--- src/rtl/bms_pkg.sv ---
// Shared encodings for the pack-mode controller: state values, fault_code bit positions
// and the hard-fault qualifier.
package bms_pkg;

  typedef enum logic [2:0] {
    ST_IDLE      = 3'd0,
    ST_DEADTIME  = 3'd1,
    ST_PRECHARGE = 3'd2,
    ST_DISCHARGE = 3'd3,
    ST_CHARGE    = 3'd4,
    ST_FAULT     = 3'd5
  } bms_state_e;

  localparam int FC_OV = 0;
  localparam int FC_UV = 1;
  localparam int FC_OC = 2;
  localparam int FC_OT = 3;
  localparam int FC_W  = 4;

  function automatic logic is_hard_fault(input logic [FC_W-1:0] q);
    return q[FC_OC] | q[FC_OT];
  endfunction

endpackage

--- src/rtl/bms_mode_fsm_if.sv ---
// Bundle between the pack-mode controller (master) and its comparator/host/gate-driver neighbours (slave).
interface bms_mode_fsm_if;
  import bms_pkg::*;

  logic       ov_flag;
  logic       uv_flag;
  logic       oc_flag;
  logic       ot_flag;
  logic       charger_present;
  logic       load_request;
  logic       fault_clear;
  logic       charge_en_fsm;
  logic       discharge_en_fsm;
  logic       precharge_en;
  logic       system_fault;
  logic [3:0] fault_code;
  bms_state_e bms_state;

  modport master (
    input  ov_flag, uv_flag, oc_flag, ot_flag,
    input  charger_present, load_request, fault_clear,
    output charge_en_fsm, discharge_en_fsm, precharge_en, system_fault,
    output fault_code, bms_state
  );

  modport slave (
    output ov_flag, uv_flag, oc_flag, ot_flag,
    output charger_present, load_request, fault_clear,
    input  charge_en_fsm, discharge_en_fsm, precharge_en, system_fault,
    input  fault_code, bms_state
  );

endinterface

--- src/rtl/bms_debounce.sv ---
// Flag qualifier: q follows raw after DEBOUNCE_CYCLES consecutive samples at the new level.
// rise is high for the first cycle q reads 1.
module bms_debounce #(
  parameter int DEBOUNCE_CYCLES = 16
) (
  input  logic clk,
  input  logic rst_n,
  input  logic raw,
  output logic q,
  output logic rise
);

  localparam int CNT_W = (DEBOUNCE_CYCLES > 1) ? $clog2(DEBOUNCE_CYCLES) : 1;
  localparam logic [CNT_W-1:0] CNT_LAST = CNT_W'(DEBOUNCE_CYCLES - 1);

  logic [CNT_W-1:0] cnt;

  always_ff @(posedge clk or negedge rst_n) begin
    if (!rst_n) begin
      cnt  <= '0;
      q    <= 1'b0;
      rise <= 1'b0;
    end else begin
      rise <= 1'b0;
      if (raw == q) begin
        cnt <= '0;
      end else if (cnt == CNT_LAST) begin
        q    <= raw;
        rise <= raw;
        cnt  <= '0;
      end else begin
        cnt <= cnt + CNT_W'(1);
      end
    end
  end

endmodule

--- src/rtl/bms_mode_fsm.sv ---
// Pack-mode controller: debounced protection flags, charger/load arbitration, deadtime-separated enables.
// Enables follow the state register; BMS_PRECHARGE_EN inserts PRECHARGE ahead of DISCHARGE.
module bms_mode_fsm
  import bms_pkg::*;
#(
  parameter int DEBOUNCE_CYCLES  = 16,
  parameter int DEADTIME_CYCLES  = 8,
  parameter int PRECHARGE_CYCLES = 1000
) (
  input logic            clk,
  input logic            rst_n,
  bms_mode_fsm_if.master bus
);

  localparam int CNT_MAX = (DEADTIME_CYCLES > PRECHARGE_CYCLES) ? DEADTIME_CYCLES : PRECHARGE_CYCLES;
  localparam int CNT_W   = (CNT_MAX > 1) ? $clog2(CNT_MAX) : 1;
  localparam logic [CNT_W-1:0] DT_LAST = CNT_W'(DEADTIME_CYCLES - 1);
`ifdef BMS_PRECHARGE_EN
  localparam logic [CNT_W-1:0] PC_LAST = CNT_W'(PRECHARGE_CYCLES - 1);
`endif

  logic [FC_W-1:0] raw_vec;
  logic [FC_W-1:0] q_vec;
  logic [FC_W-1:0] rise_vec;

  assign raw_vec = {bus.ot_flag, bus.oc_flag, bus.uv_flag, bus.ov_flag};

  for (genvar i = 0; i < FC_W; i++) begin : g_db
    bms_debounce #(.DEBOUNCE_CYCLES(DEBOUNCE_CYCLES)) u_db (
      .clk  (clk),
      .rst_n(rst_n),
      .raw  (raw_vec[i]),
      .q    (q_vec[i]),
      .rise (rise_vec[i])
    );
  end

  bms_state_e       state;
  bms_state_e       state_nxt;
  logic [CNT_W-1:0] cnt;
  logic [CNT_W-1:0] cnt_nxt;
  logic             tgt_chg;
  logic             tgt_chg_nxt;
  logic             clear_ok;
  logic             chg_drop;
  logic             dsg_req_drop;
  logic             dsg_drop;
  logic             charge_en_q;
  logic             discharge_en_q;
  logic             system_fault_q;
  logic [FC_W-1:0]  fault_code_q;

  // A live charger always pre-empts discharge so that path switches re-arbitrate in IDLE.
  assign chg_drop     = !bus.charger_present | q_vec[FC_OV];
  assign dsg_req_drop = !bus.load_request | q_vec[FC_UV];
  assign dsg_drop     = dsg_req_drop | bus.charger_present;

  always_comb begin
    state_nxt   = state;
    cnt_nxt     = '0;
    tgt_chg_nxt = tgt_chg;
    clear_ok    = 1'b0;
    if (is_hard_fault(q_vec)) begin
      state_nxt = ST_FAULT;
    end else begin
      case (state)
        ST_IDLE: begin
          if (!chg_drop) begin
            state_nxt   = ST_DEADTIME;
            tgt_chg_nxt = 1'b1;
          end else if (!dsg_req_drop) begin
            state_nxt   = ST_DEADTIME;
            tgt_chg_nxt = 1'b0;
          end
        end
        ST_DEADTIME: begin
          if (tgt_chg ? chg_drop : dsg_req_drop) begin
            state_nxt = ST_IDLE;
          end else if (cnt == DT_LAST) begin
            if (tgt_chg) state_nxt = ST_CHARGE;
`ifdef BMS_PRECHARGE_EN
            else         state_nxt = ST_PRECHARGE;
`else
            else         state_nxt = ST_DISCHARGE;
`endif
          end else begin
            cnt_nxt = cnt + CNT_W'(1);
          end
        end
`ifdef BMS_PRECHARGE_EN
        ST_PRECHARGE: begin
          if (dsg_drop)              state_nxt = ST_IDLE;
          else if (cnt == PC_LAST)   state_nxt = ST_DISCHARGE;
          else                       cnt_nxt   = cnt + CNT_W'(1);
        end
`endif
        ST_DISCHARGE: if (dsg_drop) state_nxt = ST_IDLE;
        ST_CHARGE:    if (chg_drop) state_nxt = ST_IDLE;
        ST_FAULT: begin
          if (bus.fault_clear) begin
            state_nxt = ST_IDLE;
            clear_ok  = 1'b1;
          end
        end
        default: state_nxt = ST_FAULT;
      endcase
    end
  end

  always_ff @(posedge clk or negedge rst_n) begin
    if (!rst_n) begin
      state          <= ST_IDLE;
      cnt            <= '0;
      tgt_chg        <= 1'b0;
      charge_en_q    <= 1'b0;
      discharge_en_q <= 1'b0;
      system_fault_q <= 1'b0;
      fault_code_q   <= '0;
    end else begin
      state          <= state_nxt;
      cnt            <= cnt_nxt;
      tgt_chg        <= tgt_chg_nxt;
      charge_en_q    <= (state_nxt == ST_CHARGE);
      discharge_en_q <= (state_nxt == ST_DISCHARGE);
      system_fault_q <= (state_nxt == ST_FAULT);
      // A flag qualifying in the same cycle as an accepted clear survives the clear.
      fault_code_q   <= clear_ok ? rise_vec : (fault_code_q | rise_vec);
    end
  end

`ifdef BMS_PRECHARGE_EN
  logic precharge_en_q;
  always_ff @(posedge clk or negedge rst_n) begin
    if (!rst_n) precharge_en_q <= 1'b0;
    else        precharge_en_q <= (state_nxt == ST_PRECHARGE);
  end
  assign bus.precharge_en = precharge_en_q;
`else
  assign bus.precharge_en = 1'b0;
`endif

  assign bus.charge_en_fsm    = charge_en_q;
  assign bus.discharge_en_fsm = discharge_en_q;
  assign bus.system_fault     = system_fault_q;
  assign bus.fault_code       = fault_code_q;
  assign bus.bms_state        = state;

endmodule

--- src/flat_wrapper.sv ---
// flat-port wrapper written by rule: the top's interface ports become plain ports
module bms_mode_fsm_flat import bms_pkg::*;
#(
  parameter int DEBOUNCE_CYCLES  = 16,
  parameter int DEADTIME_CYCLES  = 8,
  parameter int PRECHARGE_CYCLES = 1000
)
  (clk, rst_n, bus_ov_flag, bus_uv_flag, bus_oc_flag, bus_ot_flag, bus_charger_present, bus_load_request, bus_fault_clear, bus_charge_en_fsm, bus_discharge_en_fsm, bus_precharge_en, bus_system_fault, bus_fault_code, bus_bms_state);
  bms_mode_fsm_if bus_i ();
  input logic clk;
  input logic rst_n;
  input wire logic [$bits(bus_i.ov_flag)-1:0] bus_ov_flag;
  input wire logic [$bits(bus_i.uv_flag)-1:0] bus_uv_flag;
  input wire logic [$bits(bus_i.oc_flag)-1:0] bus_oc_flag;
  input wire logic [$bits(bus_i.ot_flag)-1:0] bus_ot_flag;
  input wire logic [$bits(bus_i.charger_present)-1:0] bus_charger_present;
  input wire logic [$bits(bus_i.load_request)-1:0] bus_load_request;
  input wire logic [$bits(bus_i.fault_clear)-1:0] bus_fault_clear;
  output wire logic [$bits(bus_i.charge_en_fsm)-1:0] bus_charge_en_fsm;
  output wire logic [$bits(bus_i.discharge_en_fsm)-1:0] bus_discharge_en_fsm;
  output wire logic [$bits(bus_i.precharge_en)-1:0] bus_precharge_en;
  output wire logic [$bits(bus_i.system_fault)-1:0] bus_system_fault;
  output wire logic [$bits(bus_i.fault_code)-1:0] bus_fault_code;
  output wire logic [$bits(bus_i.bms_state)-1:0] bus_bms_state;
  assign bus_i.ov_flag = bus_ov_flag;
  assign bus_i.uv_flag = bus_uv_flag;
  assign bus_i.oc_flag = bus_oc_flag;
  assign bus_i.ot_flag = bus_ot_flag;
  assign bus_i.charger_present = bus_charger_present;
  assign bus_i.load_request = bus_load_request;
  assign bus_i.fault_clear = bus_fault_clear;
  assign bus_charge_en_fsm = bus_i.charge_en_fsm;
  assign bus_discharge_en_fsm = bus_i.discharge_en_fsm;
  assign bus_precharge_en = bus_i.precharge_en;
  assign bus_system_fault = bus_i.system_fault;
  assign bus_fault_code = bus_i.fault_code;
  assign bus_bms_state = bus_i.bms_state;
  bms_mode_fsm #(.DEBOUNCE_CYCLES(DEBOUNCE_CYCLES), .DEADTIME_CYCLES(DEADTIME_CYCLES), .PRECHARGE_CYCLES(PRECHARGE_CYCLES)) u_core (.clk(clk), .rst_n(rst_n), .bus(bus_i));
endmodule
--- config.mk ---
export PLATFORM = sky130hd
export DESIGN_NAME = bms_mode_fsm_flat
export DESIGN_NICKNAME = d
export VERILOG_FILES = /design/src/rtl/bms_pkg.sv /design/src/rtl/bms_mode_fsm_if.sv /design/src/rtl/bms_debounce.sv /design/src/rtl/bms_mode_fsm.sv /design/src/flat_wrapper.sv
export SDC_FILE = /design/constraint.sdc
export NUM_CORES = 1
export LEC_CHECK = 0
export ABC_AREA = 1
export CAP_MARGIN = 20
export CELL_PAD_IN_SITES_DETAIL_PLACEMENT = 1
export CELL_PAD_IN_SITES_GLOBAL_PLACEMENT = 1
export CORE_UTILIZATION = 43
export CTS_CLUSTER_SIZE = 28
export DETAILED_ROUTE_END_ITERATION = 10
export PLACE_DENSITY = 0.9
export SLEW_MARGIN = 20
export SYNTH_ARGS = -nofsm -noshare
export SYNTH_HDL_FRONTEND = slang
export SYNTH_SLANG_ARGS = --single-unit
--- constraint.sdc ---
create_clock -name clk -period 2 [get_ports clk]
set_clock_uncertainty 0.15 [all_clocks]
set_input_delay 0.2 -clock clk [delete_from_list [all_inputs] [get_ports clk]]
set_output_delay 0.2 -clock clk [all_outputs]
set_load 0.01 [all_outputs]
==> results.json <==
{
  "outcome": "finished with violations",
  "violations": "DRC",
  "coreArea_mm2": 0.00472,
  "clk_pin_slew_ns": 0.09,
  "crit_path_max_incr_delay_ns": 0.57,
  "fin_util_pct": 52.2,
  "clock_path_buffers": 2,
  "path_max_fanout": 5,
  "post-route-cell-area_mm2": 0.00247,
  "ioPinCount": 20,
  "final_cells": 331,
  "critPathRequiredTime_ns": 1.65,
  "maxSlewHeadroom_pct": 61.1,
  "die_h_um": 71.9,
  "nets": 277,
  "worstSetupEndpointType": "output pin",
  "cp_cell_sequence": "clkdlybuf4s50_1",
  "ys_seq_area_share_pct": 53.6,
  "htree_num_levels": 2,
  "synth-seq-cells": 45,
  "areaGrowthSynthToFinish_pct": 17.5,
  "ir_drop_mv": 0.387,
  "setup_viol": 0,
  "grt_antenna_before_repair": 0,
  "grt-ovfl-total": 0,
  "power.leakage_nw": 1.10,
  "drt_first_iter_violations": 42,
  "setup_slack_ns": 0.323,
  "routedWlPerCell_um": 13.9,
  "cpMaxStageDelayCell": "clkdlybuf4s50_1",
  "synth_edf_count": 0,
  "post_cts_buffers": 0,
  "cp_num_buf_inv": 1,
  "vias": 1604,
  "drtPass1Iterations": 7,
  "powerDensity_mw_per_mm2": 696,
  "n_fill_cell": 588,
  "fin_crit_sh_pct": 83.8,
  "synth_nets": 250,
  "path_class": "reg2out",
  "gp_congestion": 0.801,
  "cts_buffers": 5,
  "grt_first_pass_wirelength_um": 7710,
  "drive_above_1_share_pct": 13.3,
  "diodes": 0,
  "tightest_slew_ns": 0.584,
  "grt_pass1_vias": 1725,
  "syn_inst": 236,
  "dpl.cell_count": 322,
  "synth_area_mm2": 0.00210,
  "rsz0062_at_grt": "false",
  "yosys_warnings": 0,
  "avgSynthCellArea_um2": 8.90,
  "dpl_worst_slack_ns": 0.260,
  "dieArea_mm2": 0.00517,
  "port_buffers": 18,
  "async_reset_ff_share_pct": 100,
  "yosysUniqueCellTypes": 24,
  "clk_latency_ns": 0.31,
  "final_antenna_net_count": 0,
  "cts_tree": "yes",
  "dp_hpwl_um": 3570,
  "start_util_pct": 44.5,
  "final.min_clock_period_ns": 1.68,
  "worstHoldPathType": "in2async",
  "multi_input_area_um2": 838,
  "die_w_um": 71.9,
  "clock-sinks": 45,
  "synthFlopType": "dfrtp_1",
  "setup_tns_ns": 0,
  "start_kind": "flop",
  "cp_top_family": "buffers and inverters",
  "regArea_mm2": 0.00113,
  "viasPerCell": 4.85,
  "drv_slew": 0,
  "drv_cap": 0,
  "num_rows": 25,
  "fmax_mhz": 596,
  "grt_max_degree": 27,
  "drc": 2,
  "grt_use_total_pct": 19.8,
  "cts_root_buffer": "clkbuf_8",
  "placedInstanceArea_mm2": 0.00237,
  "routed_wl_um": 4590,
  "arrival_ns": 1.33,
  "hold_viol": 0
}
==> kinds of logic after synthesis <==
kind of cell | synth area share [%]
xor+xnor | 3.75
compound gates | 5.36
buf+inv | 6.44
fa+ha+maj | 2.98
other cells | 0.179
simple gates | 27.7
flops | 53.6
==> metal layers <==
layer	track usage (%)	routed length (um)	vias up
met5	0	0	-
met4	9.15	76	0
met3	3.52	102	8
met2	35.7	2500	20
met1	22.8	1910	793
li1	-	-	783
==> cell usage in the layout (no fill, tap or decap), drive strengths merged <==
cell	instances
o21ai	6
nand3	12
dlygate4sd3	1
nor3b	3
ha	5
clkbuf	5
o31ai	1
conb	1
a21oi	9
clkdlybuf4s50	17
or2	4
clkinv	1
nand2	50
nor4	1
o21bai	4
buf	3
clkinvlp	1
dfrtp	45
xor2	5
xnor2	4
inv	35
nor2	45
nor3	6
==> registers in the layout, indices dropped and copies added, names as in the netlist <==
| register | count |
|---|---|
| u_core.g_db.u_db.cnt | 16 |
| u_core.bus.bms_state | 3 |
| u_core.bus.charge_en_fsm | 1 |
| u_core.g_db.u_db.q | 4 |
| u_core.bus.fault_code | 4 |
| u_core.bus.discharge_en_fsm | 1 |
| u_core.bus.system_fault | 1 |
| u_core.tgt_chg | 1 |
| u_core.cnt | 10 |
| u_core.g_db.u_db.rise | 4 |
==> path summary, 6_finish.rpt <==
path                                                      endpoint  cells after the start                               start  slack (ns)
worst min-delay path            u_core.g_db[1].u_db.rise$_DFF_PN0_                      2                               rst_n        0.27
worst max register to register             u_core.cnt[3]$_DFF_PN0_                      6             u_core.cnt[0]$_DFF_PN0_        0.40
max in group asynchronous        u_core.bus.bms_state[0]$_DFF_PN0_                      3                               rst_n        0.81
worst max-delay path                              bus_bms_state[2]                      1   u_core.bus.bms_state[2]$_DFF_PN0_        0.32
worst min register to register  u_core.bus.fault_code[1]$_DFF_PN0_                      1  u_core.g_db[1].u_db.rise$_DFF_PN0_        0.30
min in group clk                u_core.bus.fault_code[1]$_DFF_PN0_                      1  u_core.g_db[1].u_db.rise$_DFF_PN0_        0.30
==> cell usage after synthesis (all sizes together), types with 3 or more instances <==
| cell | instances | share of area [%] |
|---|---|---|
| xnor2 | 4 | 1.7 |
| dfrtp | 45 | 54 |
| nor2 | 45 | 9.0 |
| ha | 5 | 3.0 |
| xor2 | 5 | 2.1 |
| o21ai | 6 | 1.4 |
| a21oi | 9 | 2.1 |
| nand3 | 12 | 3.5 |
| nand2 | 50 | 9.5 |
| nor3 | 6 | 2.4 |
| nor3b | 3 | 1.8 |
| or2 | 4 | 1.2 |
| inv | 34 | 6.1 |
| o21bai | 4 | 1.4 |
==> power by group <==
| group | internal (W) | leakage, nW | switching (W) |
|---|---|---|---|
| combinational | 0.0000702 | 0.489 | 0.0000831 |
| clock | 0.000248 | 0.0445 | 0.000333 |
| sequential | 0.000950 | 0.565 | 0.0000314 |
==> timing repair <==
item,CTS,global route
resized for setup,0,0
hold buffers,1,0
endpoints found under the setup margin,0,0
hold endpoints to repair,24,0
==> through the flow <==
step | hold slack, ns | total power (W)
finish | 0.268 | 0.00172
detailed placement | 0.0811 | 0.00115
global route | 0.326 | 0.00178
CTS | 0.286 | 0.00174
global placement | 0.0722 | 0.00114
floorplan | -0.246 | 0.00107
==> area by class of cell <==
type / instances / share of cell area (%)
Clock buffer: 5 / 2.79
Tap cell: 67 / 3.40
Timing Repair Buffer: 21 / 8.12
Clock inverter: 3 / 0.863
Multi-Input combinational cell: 156 / 34.0
Inverter: 34 / 5.18
Sequential cell: 45 / 45.7
(Power assumes the default switching activity.)
